File: src/rtl/rsm_pkg.sv
// Shared types and encodings for the Simple RISC Machine control unit.
package rsm_pkg;

   typedef enum logic [2:0] {
      WAIT      = 3'd0,
      DECODE    = 3'd1,
      GET_A     = 3'd2,
      GET_B     = 3'd3,
      ALU       = 3'd4,
      WRITE_REG = 3'd5,
      WRITE_IMM = 3'd6
   } state_t;

   localparam logic [2:0] OPC_MOV = 3'b110;
   localparam logic [2:0] OPC_ALU = 3'b101;

   localparam logic [1:0] OP_MOV_REG = 2'b00;
   localparam logic [1:0] OP_MOV_IMM = 2'b10;
   localparam logic [1:0] OP_ADD     = 2'b00;
   localparam logic [1:0] OP_CMP     = 2'b01;
   localparam logic [1:0] OP_AND     = 2'b10;
   localparam logic [1:0] OP_MVN     = 2'b11;

   localparam logic [1:0] VSEL_MDATA = 2'b00;
   localparam logic [1:0] VSEL_C     = 2'b01;
   localparam logic [1:0] VSEL_IMM8  = 2'b10;
   localparam logic [1:0] VSEL_PC    = 2'b11;

   localparam logic [1:0] ALU_ADD = 2'b00;
   localparam logic [1:0] ALU_SUB = 2'b01;
   localparam logic [1:0] ALU_AND = 2'b10;
   localparam logic [1:0] ALU_NOT = 2'b11;

   // MOV only has the imm8 (10) and register (00) forms; every ALU op is defined.
   function automatic logic is_legal(input logic [2:0] opcode, input logic [1:0] op);
      return (opcode == OPC_ALU) ||
             (opcode == OPC_MOV && (op == OP_MOV_IMM || op == OP_MOV_REG));
   endfunction

endpackage

File: src/rtl/instr_decoder.sv
// Combinational split of the instruction register into its fields and immediates.
module instr_decoder (
   input  logic [15:0] ir,
   output logic [2:0]  opcode,
   output logic [1:0]  op,
   output logic [2:0]  rn,
   output logic [2:0]  rd,
   output logic [2:0]  rm,
   output logic [1:0]  shift,
   output logic [15:0] sximm8,
   output logic [15:0] sximm5
);

   assign opcode = ir[15:13];
   assign op     = ir[12:11];
   assign rn     = ir[10:8];
   assign rd     = ir[7:5];
   assign shift  = ir[4:3];
   assign rm     = ir[2:0];
   assign sximm8 = {{8{ir[7]}}, ir[7:0]};
   assign sximm5 = {{11{ir[4]}}, ir[4:0]};

endmodule

File: src/rtl/datapath_controller.sv
// Instruction register plus Moore FSM that sequences the datapath strobes
// for one instruction at a time; `state` exposes the FSM for observation.
module datapath_controller
   import rsm_pkg::*;
(
   input  logic        clk,
   input  logic        rst_n,
   input  logic [15:0] in,
   input  logic        load,
   input  logic        s,
   output logic        w,
   output logic [2:0]  readnum,
   output logic [2:0]  writenum,
   output logic        write,
   output logic [1:0]  vsel,
   output logic        loada,
   output logic        loadb,
   output logic        loadc,
   output logic        loads,
   output logic        asel,
   output logic        bsel,
   output logic [1:0]  shift,
   output logic [1:0]  ALUop,
   output logic [15:0] sximm8,
   output logic [15:0] sximm5,
   output state_t      state
);

   state_t      next_state;
   logic [15:0] ir;
   logic [2:0]  opcode;
   logic [1:0]  op;
   logic [2:0]  rn;
   logic [2:0]  rd;
   logic [2:0]  rm;
   logic [1:0]  ir_shift;
   logic        is_mov_imm;
   logic        is_mov_reg;
   logic        is_cmp;

   instr_decoder u_dec (
      .ir     (ir),
      .opcode (opcode),
      .op     (op),
      .rn     (rn),
      .rd     (rd),
      .rm     (rm),
      .shift  (ir_shift),
      .sximm8 (sximm8),
      .sximm5 (sximm5)
   );

   assign is_mov_imm = (opcode == OPC_MOV) && (op == OP_MOV_IMM);
   assign is_mov_reg = (opcode == OPC_MOV) && (op == OP_MOV_REG);
   assign is_cmp     = (opcode == OPC_ALU) && (op == OP_CMP);

   // IR only loads in WAIT so the fields stay stable for the whole instruction.
   always_ff @(posedge clk or negedge rst_n) begin
      if (!rst_n) begin
         ir <= 16'h0000;
      end else if (state == WAIT && load) begin
         ir <= in;
      end
   end

   always_ff @(posedge clk or negedge rst_n) begin
      if (!rst_n) begin
         state <= WAIT;
      end else begin
         state <= next_state;
      end
   end

   always_comb begin
      next_state = state;
      w          = 1'b0;
      readnum    = 3'd0;
      writenum   = 3'd0;
      write      = 1'b0;
      vsel       = VSEL_MDATA;
      loada      = 1'b0;
      loadb      = 1'b0;
      loadc      = 1'b0;
      loads      = 1'b0;
      asel       = 1'b0;
      bsel       = 1'b0;
      shift      = 2'b00;
      ALUop      = ALU_ADD;
      case (state)
         WAIT: begin
            w = 1'b1;
            if (s) next_state = DECODE;
         end
         DECODE: begin
            if (!is_legal(opcode, op)) next_state = WAIT;
            else if (is_mov_imm)       next_state = WRITE_IMM;
            else if (is_mov_reg)       next_state = GET_B;
            else                       next_state = GET_A;
         end
         GET_A: begin
            readnum    = rn;
            loada      = 1'b1;
            next_state = GET_B;
         end
         GET_B: begin
            readnum    = rm;
            loadb      = 1'b1;
            next_state = ALU;
         end
         ALU: begin
            // MOV reg is computed as 0 + shifted Rm.
            shift      = ir_shift;
            loadc      = 1'b1;
            asel       = is_mov_reg;
            ALUop      = is_mov_reg ? ALU_ADD : op;
            loads      = is_cmp;
            next_state = is_cmp ? WAIT : WRITE_REG;
         end
         WRITE_REG: begin
            writenum   = rd;
            vsel       = VSEL_C;
            write      = 1'b1;
            next_state = WAIT;
         end
         WRITE_IMM: begin
            writenum   = rn;
            vsel       = VSEL_IMM8;
            write      = 1'b1;
            next_state = WAIT;
         end
         default: next_state = WAIT;
      endcase
   end

endmodule

File: config.mk
export PLATFORM = sky130hd
export DESIGN_NAME = datapath_controller
export DESIGN_NICKNAME = d
export VERILOG_FILES = /design/src/rtl/rsm_pkg.sv /design/src/rtl/instr_decoder.sv /design/src/rtl/datapath_controller.sv
export SDC_FILE = /design/constraint.sdc
export NUM_CORES = 1
export LEC_CHECK = 0
export CAP_MARGIN = 5
export CORE_MARGIN = 10
export CORE_UTILIZATION = 43
export CTS_BUF_LIST = sky130_fd_sc_hd__clkbuf_4 sky130_fd_sc_hd__clkbuf_8
export DETAILED_ROUTE_END_ITERATION = 6
export PLACE_DENSITY = 0.88
export SYNTH_ARGS = -nofsm -noshare
export SYNTH_HDL_FRONTEND = slang
export SYNTH_HIERARCHICAL = 1
export SYNTH_SLANG_ARGS = --single-unit
File: constraint.sdc
create_clock -name clk -period 3.9 [get_ports clk]
set_clock_uncertainty 0.05 [all_clocks]
set_input_delay 0.975 -clock clk [delete_from_list [all_inputs] [get_ports clk]]
set_output_delay 0.975 -clock clk [all_outputs]
set_load 0.005 [all_outputs]
==> impl_metrics.env, run 1 <==
export IMPL_status="completed"
export IMPL_max_clock_freq_ghz=0.309
export IMPL_drt_first_iter_violations=58
export IMPL_dr_pass1_iters=4
export IMPL_grt_pass1_wl_um=5370
export IMPL_synth_avg_cell_area_um2=10.7
export IMPL_p_leak_nw=0.724
export IMPL_period_minus_slack_ps=3230
export IMPL_cts_buffers=3
export IMPL_die_y_um=76.2
export IMPL_startpoint_type="register"
export IMPL_numPortBuffers=73
export IMPL_clockRootBuffer="clkbuf_4"
export IMPL_dieArea_um2=5810
export IMPL_tightest_slew_ps=854
export IMPL_finalSetupViolCount=0
export IMPL_ff2ff_path_depth=3
export IMPL_synth_area_um2=1360
export IMPL_track_usage=0.113
export IMPL_critPathCaptureType="output port"
export IMPL_synth_edff_count=0
export IMPL_cts_reportedPaths_clkPinSlew_ps=110
export IMPL_ys_seq_elements=19
export IMPL_die_x_um=76.2
export IMPL_hold_path_class="register to register"
export IMPL_routed_wl_um=3450
export IMPL_synthesis_nets=147
export IMPL_r2r_end="ir[2]"
export IMPL_critical_path_class="register to output port"
export IMPL_drc=0
export IMPL_yosys_area_top_type="dfrtp_1"
export IMPL_h_tree_depth=1
export IMPL_clk_latency_ps=290
export IMPL_crit_arrival_ps=2210
export IMPL_start_util=0.445
export IMPL_antenna_found_initial=0
export IMPL_final_area_um2=1760
export IMPL_drv_slew=0
export IMPL_hold_end="ir[13]"
export IMPL_num_vias=926
export IMPL_netlist_instances=127
export IMPL_path_max_fanout=7
export IMPL_min_path_cells=1
export IMPL_cts_setup_buffers=0
export IMPL_clock_tree_buffer_depth=2
export IMPL_grt_max_degree=20
export IMPL_rows=20
export IMPL_vdd_drop_max_mv=0.395
export IMPL_core_um2=3050
export IMPL_syn_to_final_growth_pct=29.1
export IMPL_r2r_slack_ps=2230
export IMPL_hp_start="ir[13]"
export IMPL_ctsResizeCount=0
export IMPL_async_flop_share=1.00
export IMPL_tritoncts="built"
export IMPL_num_io_pins=75
export IMPL_dpl_cell_area_um2=1730
export IMPL_wl_per_cell_um=17.8
export IMPL_synth_top_cell_area_share=0.350
export IMPL_cts_sinks=19
export IMPL_hold_violations=0
export IMPL_fin_nets=171
export IMPL_synthTopCellsByArea="dfrtp_1 (35%), buf_4 (27%), mux2_4 (11%), mux2_2 (5.0%), a22o_1 (3.9%)"
export IMPL_gp_congestion=0.752
export IMPL_synth_ff_type="dfrtp_1"
export IMPL_yosysSeqAreaShare=0.350
export IMPL_antennaDiodeCount=0
export IMPL_synth_distinct_cells=29
export IMPL_cap_violations=0
export IMPL_cts_hold_buf=0
export IMPL_postRouteAntennaNets=0
export IMPL_post_drt_via_cell_ratio=4.77
export IMPL_synth_warnings=6
export IMPL_grt_overflow_total=0
export IMPL_fin_setup_tns_ps=0
export IMPL_grt_pass1_vias=959
export IMPL_max_slew_margin=0.429
export IMPL_r2r_start="state[2]"
export IMPL_hpwl_um=2880
export IMPL_fin_crit_sh=0.829
export IMPL_drive_gt1_frac=0.153
export IMPL_powerDensity_nw_per_um2=773
export IMPL_rsz0062_at_grt="false"
export IMPL_worst_ep_required_time_ps=2870
## cell usage in the layout (no fill, tap or decap), types with 2 or more instances in the layout
master	count
clkdlybuf4s50_1	73
dfrtp_1	19
mux2_4	10
a22o_1	6
mux2_2	6
and2_1	5
inv_1	3
clkbuf_4	3
and3_1	2
nor3_1	2
nor2b_1	2
nand2_1	2
nor2_1	2
## sequential cells by signal, indices dropped and copies added (netlist names)
| name | count |
|---|---|
| ir | 16 |
| state | 3 |
## worst max-delay path, cell delays in order, from the launching register on
cell             delay [ps]
dfrtp_1                 510
inv_1                   160
nor3_1                  490
a22o_1                  230
clkdlybuf4s50_1         510
## area by class of cell
type | instances | area (um2)
Sequential cell | 19 | 475
Clock inverter | 1 | 5.00
Inverter | 3 | 11.3
Timing Repair Buffer | 73 | 731
Tap cell | 44 | 55.1
Multi-Input combinational cell | 51 | 455
Fill cell | 282 | 1300
Clock buffer | 3 | 22.5
## power by group
part	internal [mW]	switching (mW)	leakage, nW
clock network	0.0381	0.0614	0.0177
logic	0.564	0.261	0.480
registers	0.296	0.136	0.227
total	0.898	0.459	0.724
## routing by layer
metal	share of wire	up-vias	routed length (um)	track usage
met4	0.0098	0	34	0.0446
li1	-	427	-	-
met5	0	-	0	0
met3	0.081	2	278	0.0366
met2	0.51	49	1760	0.200
met1	0.40	448	1380	0.121
## stage by stage
stage | instances | hold slack (ps) | worst slack, ps | power, mW | utilization
finish | 194 | 499 | 667 | 1.36 | 0.575
global route | 194 | 520 | 517 | 1.45 | 0.575
CTS | 194 | 503 | 644 | 1.38 | 0.575
detailed placement | 190 | 477 | 1010 | 1.28 | 0.566
global placement | 190 | 474 | 1180 | 1.24 | 0.566
floorplan | 127 | 433 | 1720 | 1.09 | -
## synthesized netlist by cell type (2+ instances only)
master     n
clkbuf_1   2
nand2_1    2
inv_1      3
and3_1     2
a22o_1     6
nor2_1     2
nor2b_1    2
buf_6      2
mux2_4    10
mux2_2     6
and2_1     5
nor3_1     2
dfrtp_1   19
buf_4     49
## logic make-up (layout without fill, tap and decap cells)
logic type             Yosys count  after routing  synth area share
buffers and inverters           57             80             0.316
AOI/OAI and AO/OA               12             12            0.0699
DFF                             19             19             0.350
muxes                           16             16             0.160
other                            1              1           0.00276
and+or+nand+nor                 22             22             0.102
## worst max path at each step
stage | start | end | slack (ps) | depth (start not counted)
after CTS | state[0] | readnum[1] | 640 | 4
after floorplan | state[1] | writenum[0] | 1720 | 4
after global placement | state[0] | readnum[0] | 1180 | 4
final | state[0] | readnum[1] | 670 | 4
after detailed placement | state[0] | readnum[1] | 1010 | 4
after global routing | state[0] | readnum[1] | 520 | 4
No activity file was read; power rests on OpenSTA's default activity.
==> run 2, diff against run 1 <==
--- a/config.mk
+++ b/config.mk
@@ -7,10 +7,10 @@
 export LEC_CHECK = 0
 export CAP_MARGIN = 5
 export CORE_MARGIN = 10
-export CORE_UTILIZATION = 43
+export CORE_UTILIZATION = 36
 export CTS_BUF_LIST = sky130_fd_sc_hd__clkbuf_4 sky130_fd_sc_hd__clkbuf_8
 export DETAILED_ROUTE_END_ITERATION = 6
-export PLACE_DENSITY = 0.88
+export PLACE_DENSITY = 0.79
 export SYNTH_ARGS = -nofsm -noshare
 export SYNTH_HDL_FRONTEND = slang
 export SYNTH_HIERARCHICAL = 1
==> constraint.sdc (replaced) <==
create_clock -name clk -period 2.9 [get_ports clk]
set_clock_uncertainty 0.05 [all_clocks]
set_input_delay 0.725 -clock clk [delete_from_list [all_inputs] [get_ports clk]]
set_output_delay 0.725 -clock clk [all_outputs]
set_load 0.005 [all_outputs]
==> run 2 against run 1 <==
  * Global-route usage fell by 1.0 points
  * Register-to-register slack got worse by 990 ps
  * Via count down 5.1%
  * Critical path depth unchanged
  * First-iteration DRC count down 57%
  * Total power grew 39%
  * Combinational power rose by 35%
  * Worst setup slack lost 510 ps
  * Largest power group unchanged
  * Final area rose by 2.1%
  * Largest cell class unchanged
  * Count of clock-buffer cells in the layout rose by 1
  * Core utilization decreased by 8.6 points
  * Flip-flop and latch count did not move
==> impl_metrics.env, run 2 (synthesized netlist as in run 1, its figures left out) <==
export IMPL_gp_congestion=0.771
export IMPL_drc=0
export IMPL_final_area_um2=1790
export IMPL_max_slew_margin=0.424
export IMPL_path_max_fanout=8
export IMPL_fin_nets=171
export IMPL_dr_pass1_iters=4
export IMPL_numPortBuffers=73
export IMPL_cap_violations=0
export IMPL_cts_reportedPaths_clkPinSlew_ps=70
export IMPL_drive_gt1_frac=0.167
export IMPL_die_y_um=81.5
export IMPL_cts_buffers=3
export IMPL_track_usage=0.103
export IMPL_clk_latency_ps=250
export IMPL_core_um2=3660
export IMPL_post_drt_via_cell_ratio=4.44
export IMPL_cts_sinks=19
export IMPL_largest_register_ffs=16
export IMPL_largest_register="ir"
export IMPL_powerDensity_nw_per_um2=1050
export IMPL_worst_ep_required_time_ps=2120
export IMPL_routed_wl_um=3530
export IMPL_finalSetupViolCount=0
export IMPL_num_io_pins=75
export IMPL_tritoncts="built"
export IMPL_die_x_um=81.5
export IMPL_grt_max_degree=20
export IMPL_hold_path_class="register to register"
export IMPL_dieArea_um2=6640
export IMPL_grt_pass1_wl_um=5330
export IMPL_fill_cells=338
export IMPL_hpwl_um=2910
export IMPL_rows=22
export IMPL_h_tree_depth=1
export IMPL_total_power_mw=1.89
export IMPL_max_clock_freq_ghz=0.364
export IMPL_grt_overflow_total=0
export IMPL_startpoint_type="register"
export IMPL_grt_pass1_vias=978
export IMPL_rsz0062_at_grt="false"
export IMPL_fin_setup_tns_ps=0
export IMPL_antenna_found_initial=0
export IMPL_num_vias=879
export IMPL_mostFrequentLayoutCells="clkdlybuf4s50_1 (73), dfrtp_1 (19), mux2_4 (10)"
export IMPL_critPathCaptureType="output port"
export IMPL_clock_tree_buffer_depth=2
export IMPL_reg_largest_list="ir x16, state x3"
export IMPL_cts_setup_buffers=0
export IMPL_start_util=0.371
export IMPL_drt_first_iter_violations=25
export IMPL_period_minus_slack_ps=2740
export IMPL_hold_violations=0
export IMPL_clockRootBuffer="clkbuf_8"
export IMPL_vdd_drop_max_mv=0.432
export IMPL_critical_path_class="register to output port"
export IMPL_status="completed"
export IMPL_crit_arrival_ps=1970
export IMPL_tightest_slew_ps=861
export IMPL_syn_to_final_growth_pct=31.7
export IMPL_drv_slew=0
export IMPL_dpl_cell_area_um2=1730
export IMPL_wl_per_cell_um=17.8
export IMPL_fin_crit_sh=0.946
export IMPL_p_leak_nw=0.737
export IMPL_antennaDiodeCount=0
export IMPL_final_common_cell="clkdlybuf4s50_1"
export IMPL_postRouteAntennaNets=0
-- run 2: critical path, stage by stage (launching register included) --
cell and delay (ps):
dfrtp_1 530, inv_1 180, and3_2 300, a22o_1 240, clkdlybuf4s50_1 470
-- run 2: cell type report --
cell class,instances,area [um2],share of cell area
inverters,3,11.3,0.00628
flip-flops and latches,19,475,0.265
multi-input cells,51,465,0.260
well taps,48,60.1,0.0335
clock buffers,4,48.8,0.0272
repair buffers,73,731,0.408
-- run 2: path summary, 6_finish.rpt --
check                                   end  slack [ps]     start  depth (start not counted)
worst max-delay path            writenum[2]         160  state[1]                          4
worst min-delay path                 ir[13]         500    ir[13]                          1
worst max register to register        ir[2]        1240  state[2]                          3
worst min register to register       ir[13]         500    ir[13]                          1
max in group asynchronous          state[1]        1350     rst_n                          1
min in group asynchronous            ir[15]         910     rst_n                          1
-- run 2: per-layer routing --
metal / wire length (um) / track usage
met5: 0 / 0
met4: 9 / 0.0121
met3: 204 / 0.0360
met2: 1940 / 0.187
met1: 1380 / 0.116
-- run 2: through the flow --
step | instances | hold slack, ps | util | setup WS, ps
floorplan | 127 | 379 | - | 966
global placement | 194 | 472 | 0.473 | 461
detailed placement | 194 | 475 | 0.473 | 326
CTS | 198 | 497 | 0.487 | 44.7
global route | 198 | 516 | 0.489 | 2.96
finish | 198 | 497 | 0.489 | 155
-- run 2: power breakdown --
group          leakage (nW)  switching [mW]  internal [mW]
Sequential            0.227           0.189          0.399
Clock                0.0262          0.0848          0.107
Combinational         0.484           0.349          0.759
-- run 2: timing repair --
action / 4_1_cts / 5_1_grt
hold endpoints to repair: 0 / 0
hold buffers: 0 / 0
resized for setup: 0 / 2
setup endpoints to repair: 0 / 3
